<file path="config.mk">
export PLATFORM = sky130hd
export DESIGN_NAME = axis_deadlock_monitor_flat
export DESIGN_NICKNAME = d
export VERILOG_FILES = /design/src/rtl/axis_deadlock_monitor_if.sv /design/src/rtl/axis_deadlock_monitor.sv /design/src/flat_wrapper.sv
export SDC_FILE = /design/constraint.sdc
export NUM_CORES = 1
export LEC_CHECK = 0
export CAP_MARGIN = 20
export CORE_MARGIN = 10
export CORE_UTILIZATION = 45
export DETAILED_ROUTE_END_ITERATION = 8
export MAX_ROUTING_LAYER = met4
export PLACE_DENSITY = 0.79
export SKIP_CTS_REPAIR_TIMING = 1
export SLEW_MARGIN = 20
export SYNTH_ARGS = -nofsm -noshare
export SYNTH_HDL_FRONTEND = slang
export SYNTH_SLANG_ARGS = --single-unit
</file>
<file path="constraint.sdc">
create_clock -name clock -period 5.5 [get_ports clock]
set_input_delay 0.55 -clock clock [delete_from_list [all_inputs] [get_ports clock]]
set_output_delay 0.55 -clock clock [all_outputs]
set_load 0.02 [all_outputs]
</file>
<file path="src/rtl/axis_deadlock_monitor_if.sv">
// Stall/idle inputs and block/info outputs of the AXIS deadlock monitor.
// master : stall-detector side, drives axis_block_sigs / inst_idle_sigs.
// slave  : monitor side, drives axis_block_info / block.
interface axis_deadlock_monitor_if #(
  parameter int unsigned NUM_AXIS = 3
);
  logic [NUM_AXIS-1:0]          axis_block_sigs;
  logic [NUM_AXIS-1:0]          inst_idle_sigs;
  logic [NUM_AXIS*NUM_AXIS-1:0] axis_block_info;
  logic                         block;

  modport master (
    output axis_block_sigs,
    output inst_idle_sigs,
    input  axis_block_info,
    input  block
  );

  modport slave (
    input  axis_block_sigs,
    input  inst_idle_sigs,
    output axis_block_info,
    output block
  );
endinterface

</file>
<file path="src/rtl/axis_deadlock_monitor.sv">
// Per-instance AXI-Stream deadlock monitor over NUM_AXIS channels.
// A channel is declared stalled once its non-idle stall indication persists
// for max(threshold,1) consecutive edges. The monitor raises block while any
// channel is declared, records the first declared channel and counts
// WATCH->DETECTED events.
//
// Ports:
//   clock, reset      rising-edge clock, synchronous active-high reset
//   clear             synchronous soft clear of counters, flags and capture
//   mon (slave)       axis_block_sigs / inst_idle_sigs in, axis_block_info / block out
//   threshold         persistence threshold, sampled every cycle
//   first_valid       first_idx holds a capture
//   first_idx         lowest channel declared on the first detection
//   event_count       saturating count of WATCH->DETECTED transitions
//
// Build option: define AXIS_DEADLOCK_STICKY_EN to latch detection (block,
// declarations and info slices) until reset or clear.
module axis_deadlock_monitor #(
  parameter int unsigned NUM_AXIS = 3,
  parameter int unsigned THRESH_W = 8,
  parameter int unsigned EVT_W    = 16,
  parameter int unsigned IDX_W    = 5
) (
  input  logic                       clock,
  input  logic                       reset,
  input  logic                       clear,
  axis_deadlock_monitor_if.slave     mon,
  input  logic [THRESH_W-1:0]        threshold,
  output logic                       first_valid,
  output logic [IDX_W-1:0]           first_idx,
  output logic [EVT_W-1:0]           event_count
);

  localparam int unsigned INFO_W = NUM_AXIS * NUM_AXIS;
  localparam int unsigned CMP_W  = THRESH_W + 1;

  typedef enum logic {
    ST_WATCH    = 1'b0,
    ST_DETECTED = 1'b1
  } state_e;

  state_e                             state_q, state_d;
  logic [NUM_AXIS-1:0][THRESH_W-1:0]  cnt_q, cnt_d;
  logic [NUM_AXIS-1:0]                decl_q, decl_d;
  logic [INFO_W-1:0]                  info_q, info_d;
  logic [EVT_W-1:0]                   evt_q, evt_d;
  logic                               fv_q, fv_d;
  logic [IDX_W-1:0]                   idx_q, idx_d;

  logic [THRESH_W-1:0]                thr_eff;
  logic [NUM_AXIS-1:0]                act;
  logic [NUM_AXIS-1:0]                decl_new;
  logic                               rise;
  logic [IDX_W-1:0]                   low_idx;

  // Next-state computation for counters, declarations, FSM and capture.
  always_comb begin
    thr_eff  = (threshold == '0) ? THRESH_W'(1) : threshold;
    act      = mon.axis_block_sigs & ~mon.inst_idle_sigs;
    cnt_d    = '0;
    decl_new = '0;
    for (int k = 0; k < int'(NUM_AXIS); k++) begin
      if (act[k]) begin
        cnt_d[k] = (cnt_q[k] == '1) ? cnt_q[k] : cnt_q[k] + THRESH_W'(1);
      end
      // Compare one bit wider so cnt+1 cannot wrap at saturation.
      decl_new[k] = act[k] &&
                    ((CMP_W'(cnt_q[k]) + CMP_W'(1)) >= CMP_W'(thr_eff));
    end

`ifdef AXIS_DEADLOCK_STICKY_EN
    decl_d = decl_new | decl_q;
`else
    decl_d = decl_new;
`endif

    state_d = state_q;
    case (state_q)
      ST_WATCH:    if (|decl_d) state_d = ST_DETECTED;
`ifdef AXIS_DEADLOCK_STICKY_EN
      ST_DETECTED: state_d = ST_DETECTED;
`else
      ST_DETECTED: if (~|decl_d) state_d = ST_WATCH;
`endif
      default:     state_d = ST_WATCH;
    endcase

    rise = (state_q == ST_WATCH) && (|decl_d);

    evt_d = evt_q;
    if (rise && (evt_q != '1)) evt_d = evt_q + EVT_W'(1);

    // Lowest declared index: scan downward so the smallest k wins.
    low_idx = '0;
    for (int k = int'(NUM_AXIS) - 1; k >= 0; k--) begin
      if (decl_d[k]) low_idx = IDX_W'(k);
    end

    fv_d  = fv_q;
    idx_d = idx_q;
    if (rise && !fv_q) begin
      fv_d  = 1'b1;
      idx_d = low_idx;
    end

    info_d = '0;
    for (int k = 0; k < int'(NUM_AXIS); k++) begin
      if (decl_d[k]) info_d[k*NUM_AXIS +: NUM_AXIS] = ~(NUM_AXIS'(1) << k);
    end

    if (clear) begin
      state_d = ST_WATCH;
      cnt_d   = '0;
      decl_d  = '0;
      info_d  = '0;
      evt_d   = '0;
      fv_d    = 1'b0;
      idx_d   = '0;
    end
  end

  always_ff @(posedge clock) begin
    if (reset) begin
      state_q <= ST_WATCH;
      cnt_q   <= '0;
      decl_q  <= '0;
      info_q  <= '0;
      evt_q   <= '0;
      fv_q    <= 1'b0;
      idx_q   <= '0;
    end else begin
      state_q <= state_d;
      cnt_q   <= cnt_d;
      decl_q  <= decl_d;
      info_q  <= info_d;
      evt_q   <= evt_d;
      fv_q    <= fv_d;
      idx_q   <= idx_d;
    end
  end

  assign mon.block           = (state_q == ST_DETECTED);
  assign mon.axis_block_info = info_q;
  assign first_valid         = fv_q;
  assign first_idx           = idx_q;
  assign event_count         = evt_q;

endmodule

</file>
<file path="src/flat_wrapper.sv">
// flat-port wrapper written by rule: the top's interface ports become plain ports
module axis_deadlock_monitor_flat 
#(
  parameter int unsigned NUM_AXIS = 3,
  parameter int unsigned THRESH_W = 8,
  parameter int unsigned EVT_W    = 16,
  parameter int unsigned IDX_W    = 5
)
  (clock, reset, clear, threshold, first_valid, first_idx, event_count, mon_axis_block_sigs, mon_inst_idle_sigs, mon_axis_block_info, mon_block);
  axis_deadlock_monitor_if #(.NUM_AXIS(NUM_AXIS)) mon_i ();
  input  logic clock;
  input  logic reset;
  input  logic clear;
  input  logic [THRESH_W-1:0] threshold;
  output logic first_valid;
  output logic [IDX_W-1:0] first_idx;
  output logic [EVT_W-1:0] event_count;
  input wire logic [$bits(mon_i.axis_block_sigs)-1:0] mon_axis_block_sigs;
  input wire logic [$bits(mon_i.inst_idle_sigs)-1:0] mon_inst_idle_sigs;
  output wire logic [$bits(mon_i.axis_block_info)-1:0] mon_axis_block_info;
  output wire logic [$bits(mon_i.block)-1:0] mon_block;
  assign mon_i.axis_block_sigs = mon_axis_block_sigs;
  assign mon_i.inst_idle_sigs = mon_inst_idle_sigs;
  assign mon_axis_block_info = mon_i.axis_block_info;
  assign mon_block = mon_i.block;
  axis_deadlock_monitor #(.NUM_AXIS(NUM_AXIS), .THRESH_W(THRESH_W), .EVT_W(EVT_W), .IDX_W(IDX_W)) u_core (.clock(clock), .reset(reset), .clear(clear), .mon(mon_i), .threshold(threshold), .first_valid(first_valid), .first_idx(first_idx), .event_count(event_count));
endmodule
</file>
==> impl_results.html <==
<table>
<tr><th>Metric</th><th>Value</th></tr>
<tr><th colspan="2">Run status</th></tr>
<tr><td>Result of the run</td><td>completed</td></tr>
<tr><th colspan="2">Finish</th></tr>
<tr><td>Footprint of the multi-input gates</td><td>1720 um^2</td></tr>
<tr><td>Ratio of cells with drive above 1 in the final layout</td><td>7.63%</td></tr>
<tr><td>Count of fill cells added during filler insertion</td><td>555</td></tr>
<tr><td>Nets@finish</td><td>411</td></tr>
<tr><td>Number of non-filler instances in the completed layout</td><td>442</td></tr>
<tr><td>Antenna Diode Count</td><td>0</td></tr>
<tr><td>Core Util, Final</td><td>56.0%</td></tr>
<tr><td>Synthesis-to-layout area growth</td><td>19.2%</td></tr>
<tr><td>Sequential standard cell area</td><td>941 um^2</td></tr>
<tr><th colspan="2">Clock network</th></tr>
<tr><td>Number of levels the H-tree was split into</td><td>2</td></tr>
<tr><td>Number of clock sinks seen by CTS</td><td>47</td></tr>
<tr><td>Clock latency reported for the late side of the worst-skew pair</td><td>0.31 ns</td></tr>
<tr><td>Clock-pin slew reported for the worst setup and hold paths after clock tree synthesis</td><td>0.10 ns</td></tr>
<tr><td>Number of buffers on the longest clock path</td><td>2</td></tr>
<tr><td>CTS Root Cell</td><td>sky130_fd_sc_hd__clkbuf_8</td></tr>
<tr><td>Clock tree from TritonCTS</td><td>built</td></tr>
<tr><td>Number of buffers added by the clock tree synthesis step</td><td>5</td></tr>
<tr><th colspan="2">Min path</th></tr>
<tr><td>Hold WC Path Type</td><td>reg -&gt; reg</td></tr>
<tr><td>Launch point of the worst hold path</td><td>u_core.first_idx[0]</td></tr>
<tr><th colspan="2">STA</th></tr>
<tr><td>Highest clock frequency the design can meet</td><td>0.295 GHz</td></tr>
<tr><td>Post-Route Skew</td><td>0.0137 ns</td></tr>
<tr><td>Max-slew headroom at the worst pin</td><td>59.2%</td></tr>
<tr><td>Least-Margin Pin Slew</td><td>0.609 ns</td></tr>
<tr><td>Pins Over Slew Limit</td><td>0</td></tr>
<tr><td>Number of failing setup endpoints in the final timing report</td><td>0</td></tr>
<tr><td>RSZ-0062 raised after global routing</td><td>false</td></tr>
<tr><td>Crit path time final</td><td>3.39 ns</td></tr>
<tr><td>Fraction of the cycle the final worst path needs</td><td>61.7%</td></tr>
<tr><td>Final Hold Fails</td><td>0</td></tr>
<tr><td>Sum Neg Setup Slack</td><td>0 ns</td></tr>
<tr><th colspan="2">Global route</th></tr>
<tr><td>Vias in the first global route</td><td>2323</td></tr>
<tr><td>Total overflow reported by the global router</td><td>0</td></tr>
<tr><td>GRT Total Usage</td><td>13.5%</td></tr>
<tr><td>Global-route wire length before repair</td><td>10900 um</td></tr>
<tr><td>Pin count of the biggest net entering global routing</td><td>21</td></tr>
<tr><td>Antenna violations before repair</td><td>0</td></tr>
<tr><th colspan="2">Logic synthesis</th></tr>
<tr><td>Portion of synthesized cell area occupied by the leading cell type</td><td>33.5%</td></tr>
<tr><td>Library cells used by synthesis</td><td>52</td></tr>
<tr><td>Number of flops mapped to enable cells by yosys</td><td>0</td></tr>
<tr><td>Post-synthesis instance total</td><td>327</td></tr>
<tr><td>Post-synth ARST share</td><td>0%</td></tr>
<tr><td>Synthesis Warnings</td><td>0</td></tr>
<tr><td>Post-synth top area cell</td><td>sky130_fd_sc_hd__dfxtp_1</td></tr>
<tr><td>Syn_area_per_cell</td><td>8.60 um^2</td></tr>
<tr><td>Post-Synthesis Cell Area</td><td>2810 um^2</td></tr>
<tr><td>Post-synthesis sequential area ratio</td><td>33.5%</td></tr>
<tr><td>Number of synthesized register bits</td><td>47</td></tr>
<tr><td>Synth Flop Type</td><td>sky130_fd_sc_hd__dfxtp_1</td></tr>
<tr><td>Synth top area cells</td><td>sky130_fd_sc_hd__dfxtp_1 33%, sky130_fd_sc_hd__ha_1 12%, sky130_fd_sc_hd__nor2_1 6.1%</td></tr>
<tr><th colspan="2">Setup path</th></tr>
<tr><td>Setup crit end kind</td><td>flop</td></tr>
<tr><td>Dominant delay contributor by cell family on the critical path</td><td>simple AND/OR/NAND/NOR gates</td></tr>
<tr><td>Startpoint Class</td><td>flop</td></tr>
<tr><td>Critical Path Slowest Stage Cell</td><td>sky130_fd_sc_hd__or4_1</td></tr>
<tr><td>Sum of buffers and inverters on the critical path</td><td>1</td></tr>
<tr><td>Arrival time at the worst endpoint</td><td>3.62 ns</td></tr>
<tr><td>Worst setup startpoint</td><td>u_core.cnt_q[16]</td></tr>
<tr><td>Largest fanout of any net on the critical path</td><td>18</td></tr>
<tr><td>Chain of cells forming the critical path</td><td>ha_1, and3_4, nand3_1, xor2_1, inv_1, ha_1, o21a_1, o2111ai_1, o2111ai_1, and2_1, o21ai_4, or4_1, a21oi_1</td></tr>
<tr><td>Data required time at the worst endpoint</td><td>5.73 ns</td></tr>
<tr><td>Origin of the critical flop-to-flop path</td><td>u_core.cnt_q[16]</td></tr>
<tr><td>Delay of the slowest cell on the worst path</td><td>0.51 ns</td></tr>
<tr><td>Worst Path Class, Setup</td><td>reg -&gt; reg</td></tr>
<tr><th colspan="2">Power and ir drop</th></tr>
<tr><td>Standby leakage power</td><td>1.33 nW</td></tr>
<tr><td>Power density over the cells</td><td>192 nW/um^2</td></tr>
<tr><td>Worst vdd rail ir drop</td><td>0.144 mV</td></tr>
<tr><td>Power, Total</td><td>0.000643 W</td></tr>
<tr><th colspan="2">Drt</th></tr>
<tr><td>Post-DRT Antenna Nets</td><td>0</td></tr>
<tr><td>1st-iter DRT viols</td><td>108</td></tr>
<tr><td>Via count</td><td>2424</td></tr>
<tr><td>Total Routed Length</td><td>6380 um</td></tr>
<tr><td>Via-per-instance ratio</td><td>5.48</td></tr>
<tr><td>Wirelength per Cell</td><td>14.4 um</td></tr>
<tr><td>Initial DRT Pass Iterations</td><td>6</td></tr>
<tr><td>Residual DRC count</td><td>0</td></tr>
<tr><th colspan="2">Placed design</th></tr>
<tr><td>Post-detail-place hpwl</td><td>4940 um</td></tr>
<tr><td>Final weighted congestion in routability-driven placement</td><td>0.832</td></tr>
<tr><td>Number of port buffers</td><td>42</td></tr>
<tr><td>Inst Count DP</td><td>434</td></tr>
<tr><th colspan="2">Floorplan</th></tr>
<tr><td>FP Rows</td><td>28</td></tr>
<tr><td>Starting utilization of the core area</td><td>46.9%</td></tr>
<tr><td>Vert. Die Dim</td><td>99.0 um</td></tr>
<tr><td>I/O pin count</td><td>49</td></tr>
<tr><td>Total core area</td><td>5990 um^2</td></tr>
<tr><td>Die X</td><td>99.0 um</td></tr>
<tr><td>Die outline area</td><td>9810 um^2</td></tr>
<tr><th colspan="2">Run</th></tr>
<tr><td>Maxcap violations</td><td>0</td></tr>
</table>
sequential cells by signal, summed over array words and instances (netlist names):
register,count
u_core.first_idx,2
u_core.event_count,16
u_core.cnt_q,24
u_core.mon.axis_block_info,3
u_core.first_valid,1
u_core.mon.block,1
per-stage QoR:
stage | cell area [um^2] | hold WS (ns) | setup slack (ns)
6_report | 3350 | 0.472 | 2.11
3_3_place_gp | 3240 | 0.447 | 2.16
5_1_grt | 3350 | 0.496 | 1.88
2_1_floorplan | 2830 | 0.503 | 2.62
3_5_place_dp | 3240 | 0.462 | 2.01
4_1_cts | 3350 | 0.474 | 2.11
per-layer routing:
layer	global-route usage (%)	vias to the layer above	routed length, um
met5	-	-	0
met4	3.42	0	91
met3	3.77	8	336
met2	22.1	66	3110
met1	15.8	1127	2840
li1	-	1223	-
cell usage after synthesis (all sizes together) (6+ instances only):
library cell and number:
a21oi 23, buf 11, dfxtp 47, ha 28, inv 17, nand2 19
nand3 17, nand4 7, nor2 46, o21ai 13, o21ba 6, xnor2 9
xor2 15
cells by family after synthesis:
| family | after synthesis | share of synthesized area [%] |
|---|---|---|
| xor+xnor | 24 | 7.48 |
| compound gates | 67 | 16.4 |
| fa+ha+maj | 28 | 12.5 |
| flops | 47 | 33.5 |
| buf+inv | 32 | 6.01 |
| mux | 3 | 1.07 |
| other cells | 1 | 0.133 |
| simple gates | 125 | 23.0 |
final cells by class:
class,instances,share of cell area [%]
multi-input combinational,253,51.3
sequential,47,28.1
inverter,17,1.90
clock inverter,3,1.31
clock buffer,5,2.05
timing repair buffer,42,12.5
tap,75,2.80
tightest hold or removal path: stages (launching register included):
cell and delay (ns):
sky130_fd_sc_hd__dfxtp_1 0.33, sky130_fd_sc_hd__nand2_1 0.05, sky130_fd_sc_hd__a21oi_1 0.05
cells in the final DEF (no fill, tap or decap), types with 2 or more instances in the layout:
master / instances
sky130_fd_sc_hd__o21bai_1: 2
sky130_fd_sc_hd__a31oi_1: 3
sky130_fd_sc_hd__nand4_1: 7
sky130_fd_sc_hd__o21ba_2: 6
sky130_fd_sc_hd__inv_1: 17
sky130_fd_sc_hd__or3_1: 5
sky130_fd_sc_hd__o2111ai_1: 2
sky130_fd_sc_hd__ha_1: 28
sky130_fd_sc_hd__or4_1: 4
sky130_fd_sc_hd__nand2b_1: 3
sky130_fd_sc_hd__o21ai_1: 4
sky130_fd_sc_hd__or2_2: 4
sky130_fd_sc_hd__nand2_1: 19
sky130_fd_sc_hd__a21oi_1: 23
sky130_fd_sc_hd__and3_1: 3
sky130_fd_sc_hd__and2_1: 2
sky130_fd_sc_hd__nand3_2: 2
sky130_fd_sc_hd__nor4_1: 3
sky130_fd_sc_hd__dfxtp_1: 47
sky130_fd_sc_hd__clkdlybuf4s50_1: 42
sky130_fd_sc_hd__xnor2_1: 9
sky130_fd_sc_hd__conb_1: 6
sky130_fd_sc_hd__a211oi_1: 3
sky130_fd_sc_hd__nand3_1: 14
sky130_fd_sc_hd__nor2b_1: 4
sky130_fd_sc_hd__xor2_1: 15
sky130_fd_sc_hd__o21ai_0: 8
sky130_fd_sc_hd__nor2_1: 46
sky130_fd_sc_hd__o31ai_1: 5
sky130_fd_sc_hd__mux2i_1: 3
sky130_fd_sc_hd__clkbuf_8: 5
power by group:
part	switching [W]	total (W)	internal, W
clock network	0.000123	0.000259	0.000135
registers	0.00000121	0.000342	0.000341
logic	0.0000232	0.0000427	0.0000195
total	0.000148	0.000643	0.000496
final timing paths:
check                                to  slack (ns)  depth (start not counted)
hold reg to reg     u_core.first_idx[0]        0.47                          2
setup / recovery  u_core.event_count[5]        2.11                         13
hold / removal      u_core.first_idx[0]        0.47                          2
setup reg to reg  u_core.event_count[5]        2.11                         13
(Power assumes the default switching activity.)
